File: config.mk
export PLATFORM = sky130hd
export DESIGN_NAME = prog_loader
export DESIGN_NICKNAME = d
export VERILOG_FILES = /design/src/rtl/prog_loader.sv
export SDC_FILE = /design/constraint.sdc
export NUM_CORES = 1
export LEC_CHECK = 0
export CORE_MARGIN = 10
export CORE_UTILIZATION = 60
export CTS_CLUSTER_DIAMETER = 120
export DETAILED_ROUTE_END_ITERATION = 12
export PLACE_DENSITY = 0.85
export SYNTH_ARGS = -nofsm -noshare
export SYNTH_HDL_FRONTEND = slang
export SYNTH_SLANG_ARGS = --single-unit
File: constraint.sdc
create_clock -name clk -period 6.7 [get_ports clk]
set_input_delay 0.67 -clock clk [delete_from_list [all_inputs] [get_ports clk]]
set_output_delay 0.67 -clock clk [all_outputs]
set_load 0.02 [all_outputs]
File: src/rtl/prog_loader.sv
// Byte-stream program loader: frames a length-prefixed, XOR-checked image
// into instruction memory and holds the CPU until the image verifies.
module prog_loader #(
    parameter int N     = 16,
    parameter int DEPTH = 256,
    parameter int A     = 8
) (
    input  logic         clk,
    input  logic         rst_n,
    input  logic [7:0]   in_data,
    input  logic         in_valid,
    output logic         in_ready,
    input  logic         start,
    output logic [A-1:0] mem_addr,
    output logic [N-1:0] mem_data,
    output logic         mem_we,
    output logic         cpu_hold,
    output logic         done,
    output logic         error
);

    localparam int CW = $clog2(DEPTH + 1);

    typedef enum logic [2:0] {
        LEN_HI,
        LEN_LO,
        DATA_HI,
        DATA_LO,
        CHECK,
        DONE,
        ERROR
    } state_t;

    state_t          state_q, state_d;
    logic [15:0]     cnt_q, cnt_d;
    logic [CW-1:0]   idx_q, idx_d;
    logic [7:0]      chk_q, chk_d;
    logic [7:0]      hi_q, hi_d;
    logic            we_q, we_d;
    logic [A-1:0]    addr_q, addr_d;
    logic [N-1:0]    data_q, data_d;
    logic            hold_q, hold_d;
    logic            done_q, done_d;
    logic            err_q, err_d;

    logic            xfer;
    logic [15:0]     len;
    logic [CW-1:0]   idx_inc;

    assign in_ready = (state_q != DONE) && (state_q != ERROR);
    assign xfer     = in_valid && in_ready;
    assign len      = {hi_q, in_data};
    assign idx_inc  = idx_q + CW'(1);

    assign mem_we   = we_q;
    assign mem_addr = addr_q;
    assign mem_data = data_q;
    assign cpu_hold = hold_q;
    assign done     = done_q;
    assign error    = err_q;

    always_ff @(posedge clk) begin
        if (!rst_n) begin
            state_q <= LEN_HI;
            cnt_q   <= '0;
            idx_q   <= '0;
            chk_q   <= '0;
            hi_q    <= '0;
            we_q    <= 1'b0;
            addr_q  <= '0;
            data_q  <= '0;
            hold_q  <= 1'b1;
            done_q  <= 1'b0;
            err_q   <= 1'b0;
        end else begin
            state_q <= state_d;
            cnt_q   <= cnt_d;
            idx_q   <= idx_d;
            chk_q   <= chk_d;
            hi_q    <= hi_d;
            we_q    <= we_d;
            addr_q  <= addr_d;
            data_q  <= data_d;
            hold_q  <= hold_d;
            done_q  <= done_d;
            err_q   <= err_d;
        end
    end

    always_comb begin
        state_d = state_q;
        cnt_d   = cnt_q;
        idx_d   = idx_q;
        chk_d   = chk_q;
        hi_d    = hi_q;
        we_d    = 1'b0;
        addr_d  = addr_q;
        data_d  = data_q;
        hold_d  = hold_q;
        done_d  = done_q;
        err_d   = err_q;
        unique case (state_q)
            LEN_HI: begin
                if (xfer) begin
                    hi_d    = in_data;
                    state_d = LEN_LO;
                end
            end
            LEN_LO: begin
                if (xfer) begin
                    cnt_d = len;
                    if (len > 16'(DEPTH)) begin
                        state_d = ERROR;
                        err_d   = 1'b1;
                    end else if (len == 16'd0) begin
                        state_d = CHECK;
                    end else begin
                        state_d = DATA_HI;
                    end
                end
            end
            DATA_HI: begin
                if (xfer) begin
                    hi_d    = in_data;
                    chk_d   = chk_q ^ in_data;
                    state_d = DATA_LO;
                end
            end
            DATA_LO: begin
                if (xfer) begin
                    chk_d   = chk_q ^ in_data;
                    we_d    = 1'b1;
                    addr_d  = idx_q[A-1:0];
                    data_d  = {hi_q, in_data};
                    idx_d   = idx_inc;
                    state_d = (16'(idx_inc) < cnt_q) ? DATA_HI : CHECK;
                end
            end
            CHECK: begin
                if (xfer) begin
                    if (in_data == chk_q) begin
                        state_d = DONE;
                        done_d  = 1'b1;
                        hold_d  = 1'b0;
                    end else begin
                        state_d = ERROR;
                        err_d   = 1'b1;
                    end
                end
            end
            DONE, ERROR: begin
                // Restart keeps the last memory-port values; only control resets
                if (start) begin
                    state_d = LEN_HI;
                    hold_d  = 1'b1;
                    done_d  = 1'b0;
                    err_d   = 1'b0;
                    cnt_d   = '0;
                    idx_d   = '0;
                    chk_d   = '0;
                end
            end
            default: state_d = LEN_HI;
        endcase
    end

endmodule

### After elaboration in Yosys (flattened, before gate mapping)

Cells that the tools add are included.

* register bits after elaboration: 72
* latch bits: 0
* memory bits (writable): 0
* bits in read-only memories: 0
* input bits: 12
* output and inout port bits: 29
* logic and storage cells: 89
* memories kept: 0

* add/sub/neg operators: 1
* multiply operators: 0
* divide/modulo/power cells: 0
* magnitude comparators: 2
* eq/ne operators: 19
* shifts and indexed selects: 0
* muxes and demuxes: 34
* bitwise logic cells: 1
* reduce and logical (&&, ||, !) cells: 21

Operators with widths (count)
* 2-to-1 mux 16 bit: 2
* case mux 16 bit (2 select lines): 1
* 2-to-1 mux 3 bit: 9
* 2-to-1 mux 9 bit: 2
* != test 2 bit (second input constant): 9
* case mux 3 bit (6 select lines): 1
* case mux 9 bit (2 select lines): 1
* > comparator 16 x 9 -> 1 bit (second input constant): 1
* zero test 16 bit: 1
* < comparator 9 x 16 -> 1 bit: 1
* 2-to-1 mux 8 bit: 2
* case mux 8 bit (2 select lines): 1
* AND reduction 6 bit: 2
* 2-to-1 mux 1 bit: 11
* adder 9 x 1 -> 9 bit (second input constant): 1
* == test 3 bit (second input constant): 3
* AND reduction 3 bit: 3
* == test 8 bit: 1
* nonzero test 2 bit: 4
* bitwise XOR 8 bit: 1
* == test 3 x 2 -> 1 bit (second input constant): 2
* != test 3 bit (second input constant): 2
* AND reduction 2 bit: 3
* OR reduction 2 bit: 3
* other kinds (9): 11

### Logic depth before layout (Yosys ltp)

* depth in word-level cells: 5
* gate-level depth with buffers: 9
* mapped depth without buffers: 9

### Worst setup path after synthesis

No wires, ideal clock.

* path kind: reg2reg
* from: reg idx_q[0]
* to: reg state_q[1]
* library setup time: 91 ps
* data arrival time: 2048 ps
* slack: 4561 ps
* stages on the path, launching flop included: 10
* path through: dfxtp_1 -> ha_1 -> and3_1 -> nand3_1 -> xnor2_1 -> ha_1 -> a21o_1 -> a211oi_1 -> a31oi_1 -> a311oi_1

* cells in the longest elaborated chain, start to end: 5

RTL lines
* start, declared: RTL line 36 `logic [CW-1:0] idx_q, idx_d;`
* start signal, assigned: RTL line 78 `idx_q <= idx_d;`
* adder 9 x 1 -> 9 bit: RTL line 53 `assign idx_inc = idx_q + CW'(1);`
* < comparator 9 x 16 -> 1 bit: RTL line 136 `state_d = (16'(idx_inc) < cnt_q) ? DATA_HI : CHECK;`
* 2-to-1 mux 3 bit: RTL line 136
* 2-to-1 mux 3 bit: RTL line 130 `if (xfer) begin`
* case mux 3 bit (6 select lines): RTL line 102 `unique case (state_q)`
* end signal, assigned: RTL line 76 `state_q <= state_d;`
* end, declared: RTL line 34 `state_t state_q, state_d;`

Every way passes these cells. The select of a mux whose other input is x is not followed.
A chain may end at the register's enable or synchronous reset.

### Worst setup path in the final report

* from: in in_valid
* to: reg idx_q[4]

* cells in the longest elaborated chain, start to end: 3

RTL lines
* start, declared: RTL line 11 `input logic in_valid,`
* logical AND 1 bit: RTL line 51 `assign xfer = in_valid && in_ready;`
* != test 2 bit (no source line)
* AND reduction 3 bit (no source line)

Every way passes these cells.

==> results.ini <==
[outcome]
outcome = finished, final reports clean

[clock_network]
cts_made_buffers = 9
ctsHoldBuffers = 0
clk_pin_slew_worst_paths_ns = 0.07
htreeDepth = 3
tritoncts = yes
cts_buffer_depth = 2
cts.repair_timing.setup_buffer_count = 0
post_cts_resized = 0
tritoncts_num_sinks = 72
cts_root_buf = clkbuf_8
worst_skew_pair.late_latency_ns = 0.35

[sta]
unrepaired_setup_endpoints_after_global_routing = no
timing.final.crit_share = 0.385
fmax_achieved_mhz = 388
final_max_slew_viol_count = 0
fin_setup_tns_ns = 0
relSlewSlack = 0.238
clock_skew_ns = 0.0103
final-hold-violation-count = 0
setup_violations = 0
final.setup.worst_slack_ns = 4.12
max_slew.worst_pin.slew_ns = 1.14
post-route-min-period_ns = 2.58

[route]
drt_drc_violations_left = 0
detail_route.vias_per_cell = 5.73
finalWirelength_mm = 7.85
detailroute.via_count = 2843
detail_route.iter0.violations = 221
first_pass_iters = 5
post_route_ant_nets = 0
wl_per_cell_um = 15.8

[power_and_ir_drop]
ir_drop_mv = 0.131
netSwitchingFraction = 0.268
power.leakage_nw = 1.40
clock_power_share = 0.331
sequentialPowerShare = 0.544
power.combinational.fraction = 0.125
design_internal_power_mw = 0.613
total_switching_power_mw = 0.224
power.density_cell_area_mw_per_mm2 = 209

[synthesis]
post-synth-top-area-fraction = 0.406
synth_xor_area_frac = 0.0420
yosysUniqueCellTypes = 44
synth-simple-area-share = 0.233
synth_top_family_by_area = simple AND/OR/NAND/NOR gates
yosys.area.top_type = dfxtp_1
synth_enable_flop_cells = 0
ys_seq_elements = 72
synth_area_leaders = dfxtp_1 41%, nand2_1 6.1%, a21boi_0 5.9%
syn_inst = 400
synth-adder-area-share = 0.0318
ys_warn_count = 0
synth.yosys.seq_area_share = 0.406
synth_compound_gate_area_share = 0.194
yosys-mux-area-fraction = 0.0226
avgSynthCellArea_um2 = 8.86
synthesis.area_mm2 = 0.00355
synth-async-reset-ratio = 0
synth_nets = 421
synth-main-ff-cell = dfxtp_1

[critical_path]
r2r_start = idx_q[0]
setup.worst_path.end = idx_q[4]
timing.critical_path.arrival_ns = 2.81
critPathCaptureType = register
critPathMaxStageDelay_ns = 0.99
worst_setup_path_start_kind = primary input
crit_startpoint = in_valid
worst-r2r-cell-count = 9
crit_type = primary input to register
worst_r2r_dst = state_q[1]
critical-path-slowest-cell = and3_1
timing.critical_path.buf_inv = 1
crit_family = simple AND/OR/NAND/NOR gates
setup.reg_to_reg.worst_slack_ns = 4.20
crit_cells = 5
timing.critical_path.fanout_max = 32
required_time_of_the_worst_setup_path_ns = 6.93
worstPathCellList = clkdlybuf4s50_1 -> and3_1 -> nor2_4 -> o21ai_0 -> a21boi_0

[global_routing]
grt_util_met1 = 0.204
global_route.usage.total = 0.161
grtUsageMet3 = 0.0426
grtUsageMet2 = 0.246
grt_start_max_net_pins = 72
antenna_violations_before_repair = 0
grt_remaining_overflow = 0
grt_first_pass_wirelength_mm = 12.8
first_global_vias = 2591
globalRoute.busiestLayer = met2

[final_layout]
layout.core_utilization = 0.713
syn_to_final_growth_pct = 12.7
n_antenna_cell = 0
num-nets-final = 443
finish.cell_count_without_fillers = 496
n_fill_cell = 430
drive_gt1_frac = 0.0590

[die]
dieHeight_um = 96.9
design.core.area_mm2 = 0.00561
io_pins = 41
row_count = 27
floorplan.die.width_um = 96.9
initial_core_util = 0.632
fp.dieArea_mm2 = 0.00938

[placed_design]
finalWeightedCongestion = 0.872
port_buffer_count = 40
pre_cts_ws_ns = 3.75
placed_cells = 483
dp_hpwl_mm = 5.09

[min_path]
worst_min_delay_path_category = register to register

[flow_run]
cap_violations = 0

power by group through the flow:
stage                     clock network (mW)  registers (mW)  logic (mW)
after floorplan                            0           0.460      0.0834
after global placement                     0           0.464       0.101
after CTS                              0.281           0.455       0.104
after detailed placement                   0           0.464       0.103
final                                  0.277           0.455       0.104
after global routing                   0.296           0.457       0.114
flip-flops by register name, summed over array words and instances, names as in the netlist:
signal,count
mem_addr,8
hi_q,8
mem_data,16
cpu_hold,1
done,1
chk_q,8
cnt_q,16
idx_q,9
mem_we,1
state_q,3
error,1
metal layers:
layer  part of all wire  wire length, um
met5                  0                0
met4              0.019              147
met3              0.067              522
met2               0.46             3590
met1               0.46             3580
worst register-to-register path, cell delays in order, from the launching register on:
cell	delay, ns
dfxtp_1	0.45
ha_1	0.31
and3_1	0.22
nand3_1	0.14
xnor2_1	0.17
ha_1	0.30
a21o_1	0.17
a211oi_1	0.23
a31oi_1	0.16
a311oi_1	0.27
cells in the mapped netlist, types with 3 or more instances:
master / count
a21boi_1: 11
nand2_1: 58
buf_6: 5
ha_1: 9
dfxtp_1: 72
nor2_4: 3
mux2i_1: 8
xnor2_1: 4
nor4_1: 4
a21oi_1: 6
and2_1: 4
inv_1: 13
nor2_1: 14
nand3_1: 8
nand3b_1: 9
clkbuf_1: 7
o21ai_0: 16
xor2_1: 13
nor2b_1: 29
a22oi_1: 19
and3_1: 7
nor3_1: 5
buf_2: 12
or3_1: 4
a21boi_0: 28
buf_4: 7
through the flow:
step                power, mW  hold slack (ns)  cell area (um2)
global placement        0.565            0.441             3860
CTS                     0.839            0.461             4000
floorplan               0.543            0.456             3550
global route            0.867            0.480             4000
detailed placement      0.567            0.448             3860
finish                  0.837            0.456             4000
how the worst min path moves through the flow:
stage / from / cells past startpoint / to
6_report: mem_addr[7] / 2 / mem_addr[7]
3_3_place_gp: mem_data[9] / 2 / mem_data[9]
2_1_floorplan: hi_q[2] / 2 / mem_data[10]
4_1_cts: mem_addr[7] / 2 / mem_addr[7]
3_5_place_dp: mem_addr[7] / 2 / mem_addr[7]
5_1_grt: mem_data[15] / 2 / mem_data[15]
cell usage in the layout (no fill, tap or decap), types with 2 or more instances in the layout:
cell type / n
clkbuf_1: 2
nor2_1: 14
nor4_1: 4
nor3_1: 5
or3_1: 4
mux2i_1: 8
clkdlybuf4s50_1: 40
inv_1: 13
o21ai_0: 16
a21boi_0: 28
buf_4: 2
and3_1: 7
o221ai_1: 2
a21boi_1: 11
nor2_4: 3
clkinv_2: 2
xor2_1: 13
xnor2_1: 4
nand3b_1: 9
nand2_1: 58
and2_1: 4
nor2b_1: 29
nand3_1: 8
a31oi_1: 2
o31a_1: 2
o21a_1: 2
nor4_4: 2
ha_1: 9
o2111ai_1: 2
dfxtp_1: 72
a22oi_1: 19
a21oi_1: 6
clkbuf_8: 9
a22o_1: 2
cell families (layout without fill, tap and decap cells):
logic type               count (synthesis)  in the layout
AND/OR/NAND/NOR                        152            152
AO/OA/AOI/OAI                           97             97
flip-flops                              72             72
buffers and inverters                   45             69
XOR/XNOR                                17             17
adder cells (fa/ha/maj)                  9              9
multiplexers                             8              8
final cells by class:
type | instances | area, um2 | share of cell area
Multi-Input combinational cell | 283 | 1860 | 0.464
Sequential cell | 72 | 1440 | 0.361
Timing Repair Buffer | 42 | 415 | 0.104
Clock buffer | 11 | 131 | 0.0329
Tap cell | 72 | 90.1 | 0.0225
Inverter | 14 | 52.6 | 0.0131
Clock inverter | 2 | 10.0 | 0.00250
Power figures use the tool's default switching activity.
